[src/rtl/dcntr8.sv]
// 8-bit loadable down-counter with wrap/stop-at-zero modes and a three-state control FSM.
// The decrement uses two 4-bit borrow-lookahead groups; the low-group borrow feeds the high group.
module dcntr8 (
    input  logic       clk,
    input  logic       reset,
    input  logic       load,
    input  logic [7:0] d_in,
    input  logic       en,
    input  logic       mode,
    output logic [7:0] q,
    output logic       bo,
    output logic       done,
    output logic       zero
);

    typedef enum logic [1:0] {
        IDLE = 2'b00,
        RUN  = 2'b01,
        DONE = 2'b10
    } state_t;

    state_t     state;

    logic [7:0] prop;
    logic [7:0] brw;
    logic [7:0] q_dec;
    logic       lo_bo;

    assign zero = (q == 8'h00);

    // Each borrow is the AND of the propagates below it within its group,
    // so no bit waits on the previous bit's borrow.
    always_comb begin
        prop   = ~q;
        lo_bo  = &prop[3:0];
        brw    = '0;
        brw[0] = 1'b1;
        brw[1] = prop[0];
        brw[2] = &prop[1:0];
        brw[3] = &prop[2:0];
        brw[4] = lo_bo;
        brw[5] = lo_bo & prop[4];
        brw[6] = lo_bo & (&prop[5:4]);
        brw[7] = lo_bo & (&prop[6:4]);
        q_dec  = q ^ brw;
    end

    always_ff @(posedge clk or posedge reset) begin
        if (reset) begin
            state <= IDLE;
            q     <= '0;
            bo    <= 1'b0;
            done  <= 1'b0;
        end else begin
            bo <= 1'b0;
            case (state)
                IDLE: begin
                    if (load) begin
                        q     <= d_in;
                        state <= RUN;
                    end else if (en) begin
                        state <= RUN;
                    end
                end
                RUN: begin
                    if (load) begin
                        q <= d_in;
                    end else if (en) begin
                        if (!zero) begin
                            q <= q_dec;
                        end else if (!mode) begin
                            q  <= q_dec;
                            bo <= 1'b1;
                        end else begin
                            state <= DONE;
                            done  <= 1'b1;
                        end
                    end
                end
                DONE: begin
                    if (load) begin
                        q     <= d_in;
                        state <= RUN;
                        done  <= 1'b0;
                    end
                end
                default: begin
                    state <= IDLE;
                    done  <= 1'b0;
                end
            endcase
        end
    end

endmodule

[config.mk]
export PLATFORM = sky130hd
export DESIGN_NAME = dcntr8
export DESIGN_NICKNAME = d
export VERILOG_FILES = /design/src/rtl/dcntr8.sv
export SDC_FILE = /design/constraint.sdc
export NUM_CORES = 1
export LEC_CHECK = 0
export CAP_MARGIN = 15
export CELL_PAD_IN_SITES_DETAIL_PLACEMENT = 1
export CELL_PAD_IN_SITES_GLOBAL_PLACEMENT = 1
export CORE_MARGIN = 2
export CORE_UTILIZATION = 30
export CTS_BUF_LIST = sky130_fd_sc_hd__clkbuf_16
export DETAILED_ROUTE_END_ITERATION = 16
export PLACE_DENSITY_LB_ADDON = 0.1
export SETUP_SLACK_MARGIN = 0.5
export SLEW_MARGIN = 20
export SYNTH_ARGS = -nofsm -noshare
export SYNTH_HDL_FRONTEND = slang
export SYNTH_SLANG_ARGS = --single-unit
[constraint.sdc]
create_clock -name clk -period 1.4 [get_ports clk]
set_input_delay 0.28 -clock clk [delete_from_list [all_inputs] [get_ports clk]]
set_output_delay 0.28 -clock clk [all_outputs]
set_load 0.01 [all_outputs]
==> impl_metrics.json <==
{
  "cts_buffers": 3,
  "routedWlPerCell_um": 16.3,
  "clk_latency_ps": 240,
  "syn_area_um2": 790,
  "ys_ff_latch": 12,
  "clock_path_buffers": 2,
  "grt_antenna_before_repair": 0,
  "io_pins": 24,
  "required_ps": 1530,
  "gp_congestion": 0.836,
  "ys_types": 30,
  "crit_buf_inv": 3,
  "cts_sinks": 12,
  "crit_fanout": 6,
  "p_per_area_mw_per_mm2": 1190,
  "cp-start-kind": "flop",
  "cpPeakStageDelay_ps": 390,
  "start_util_pct": 31.9,
  "r2r-start": "q[0]",
  "max-slew-margin-rel_pct": 65.9,
  "overflow": 0,
  "regToRegEndpoint": "q[0]",
  "min_period_ps": 1650,
  "drv_cap": 0,
  "path_clk_slew_ps": 50,
  "fin_worst_hold_slack_ps": 369,
  "vias": 916,
  "synth_cells": 87,
  "fin_util_pct": 63.5,
  "critical_path.top_delay_family": "simple AND/OR/NAND/NOR gates",
  "status": "complete, but fails checks",
  "violations": "setup timing",
  "rrSetupSlack_ps": -250,
  "hpwl_mm": 1.96,
  "power.leakage_uw": 0.000747,
  "core_mm2": 0.00248,
  "timing.final.crit_share_pct": 118,
  "ant_nets": 0,
  "setup_viol_count_final": 12,
  "via_per_inst": 4.90,
  "worstSetupEndpointType": "flop",
  "die_x_um": 55.3,
  "yosysSeqAreaShare_pct": 38.0,
  "cts_hold_buf": 0,
  "synthesis.nets": 103,
  "preCtsSetupSlack_ps": -422,
  "rsz0062_at_grt": "yes",
  "root_buffer": "clkbuf_16",
  "finalWorstSetupSlack_ps": -247,
  "wirelength_mm": 3.04,
  "yosysWarnings": 0,
  "grt_max_degree": 13,
  "fmax_ghz": 0.607,
  "area_delta_synth_final_pct": 99.2,
  "max_slew.worst_pin.slew_ps": 511,
  "slew_viol_final": 0,
  "dr.pass1.iters": 4,
  "die_area_mm2": 0.00306,
  "rr_worst_depth": 8,
  "io_buffer_count": 23,
  "num_rows": 18,
  "grt_pass1_vias": 1009,
  "arrival_ps": 1770,
  "cts-htree-levels": 1,
  "drive_above_1_share_pct": 51.0,
  "cts_tree": "built",
  "crit_chain": "inv_2 > ha_4 > nor3b_4 > and2_4 > buf_6 > a21oi_4 > buf_12 > a21o_2",
  "hold_viol": 0,
  "fin_nets": 175,
  "grt_use_total_pct": 20.9,
  "fp.dieH_um": 55.3,
  "drc": 0,
  "hp-class": "input port to asynchronous set/reset pin",
  "path_class": "flop to flop",
  "syn_area_per_cell_um2": 9.07,
  "vdd_ir_drop_max_uv": 1030,
  "grt_pass1_wl_mm": 4.92,
  "drt_iter0_drc": 14,
  "diodes": 0,
  "skew_ps": 4.85,
  "critical_path.slowest_cell": "dfrtp_1"
}
[where the power goes]
group / switching, µW / internal (µW) / leakage, µW
clock: 151 / 372 / 0.0000370
combinational: 347 / 546 / 0.000566
sequential: 51.8 / 405 / 0.000144
[worst max-delay path by stage]
stage          from    to  slack [ps]  cells past startpoint
6_report       q[0]  q[0]        -250                      8
5_1_grt        q[0]  q[0]        -300                      8
4_1_cts        q[0]  zero        -210                      5
3_5_place_dp   q[0]  zero        -420                      5
3_3_place_gp   q[0]  zero        -390                      5
2_1_floorplan  q[0]  q[1]        -170                      7
[Yosys cell counts]
cell	count	area, µm²
or2b_1	2	15.0
o21ai_0	5	25.0
and2b_1	1	7.51
o21a_1	1	7.51
a311oi_2	1	15.0
a21o_2	1	8.76
ha_1	3	37.5
and2_1	2	12.5
a21oi_4	1	16.3
inv_1	6	22.5
nor3_1	1	5.00
a41oi_1	2	17.5
nor2_1	10	37.5
buf_6	1	11.3
a22o_1	1	8.76
nand3_1	4	20.0
buf_2	1	5.00
o21ai_1	1	5.00
a31oi_1	3	18.8
nor2b_2	1	8.76
dfrtp_1	12	300
mux2i_1	3	30.0
nand4b_1	1	8.76
a21bo_1	1	10.0
nor3b_4	1	18.8
a21oi_1	9	45.0
nand2b_1	2	12.5
buf_4	1	7.51
nor4_2	2	25.0
nand2_1	7	26.3
[layer usage]
metal	part of all wire [%]	global-route usage (%)	routed length, µm
met5	0	0	0
met4	0.62	5.57	19
met3	2.4	3.75	72
met2	54	39.3	1640
met1	43	23.9	1320
[cell usage in the layout (no fill, tap or decap), types with 2 or more instances in the layout]
| cell type | netlist | final |
|---|---|---|
| buf_4 | 1 | 35 |
| or2b_1 | 2 | 2 |
| dfrtp_1 | 12 | 12 |
| clkdlybuf4s50_1 | 0 | 12 |
| clkbuf_16 | 0 | 3 |
| a21oi_2 | 0 | 3 |
| a21oi_1 | 9 | 6 |
| inv_2 | 0 | 2 |
| nor2_1 | 10 | 9 |
| nand2_1 | 7 | 5 |
| a31oi_1 | 3 | 3 |
| nand2_2 | 0 | 2 |
| o21ai_0 | 5 | 5 |
| ha_4 | 0 | 2 |
| inv_1 | 6 | 4 |
| mux2i_1 | 3 | 3 |
| buf_2 | 1 | 3 |
| buf_6 | 1 | 19 |
| nand2b_1 | 2 | 2 |
| nand3_1 | 4 | 4 |
[worst reg2reg max path, cell delays in order (launching register included)]
cell	delay (ps)
dfrtp_1	390
inv_2	90
ha_4	130
nor3b_4	210
and2_4	200
buf_6	110
a21oi_4	60
buf_12	160
a21o_2	180
[area by class of cell]
cell class | instances | area [µm²]
fill | 281 | 905
timing repair buffer | 70 | 632
multi-input combinational | 66 | 505
sequential | 12 | 300
clock buffer | 3 | 75.1
tap | 30 | 37.5
inverter | 6 | 22.5
[cells by family after synthesis]
| group | Yosys count | share of synthesized area [%] |
|---|---|---|
| and+or+nand+nor | 34 | 25.0 |
| buffers and inverters | 9 | 5.86 |
| muxes | 3 | 3.80 |
| AOI/OAI and AO/OA | 26 | 22.5 |
| adders and majority gates | 3 | 4.75 |
| DFF | 12 | 38.0 |
[through the flow]
stage               TNS, ps  instances  total power (µW)  instance area, µm²
floorplan             -1470         87               699                 790
global placement      -2920        165              1050                1240
detailed placement    -3210        165              1070                1240
CTS                   -1650        181              1820                1510
global route          -2960        187              1990                1570
finish                -2160        187              1870                1570
[state kept, by name, summed over array words and instances (netlist names)]
name,flops
bo,1
done,1
q,8
state,2
[what timing repair did]
action	CTS	global route
hold endpoints to repair	0	0
cloned	0	0
setup buffers	13	6
setup endpoints to repair	23	23
pin swaps	7	3
gates resized for setup	74	4
Note: power is estimated with default switching activity, not from simulation.
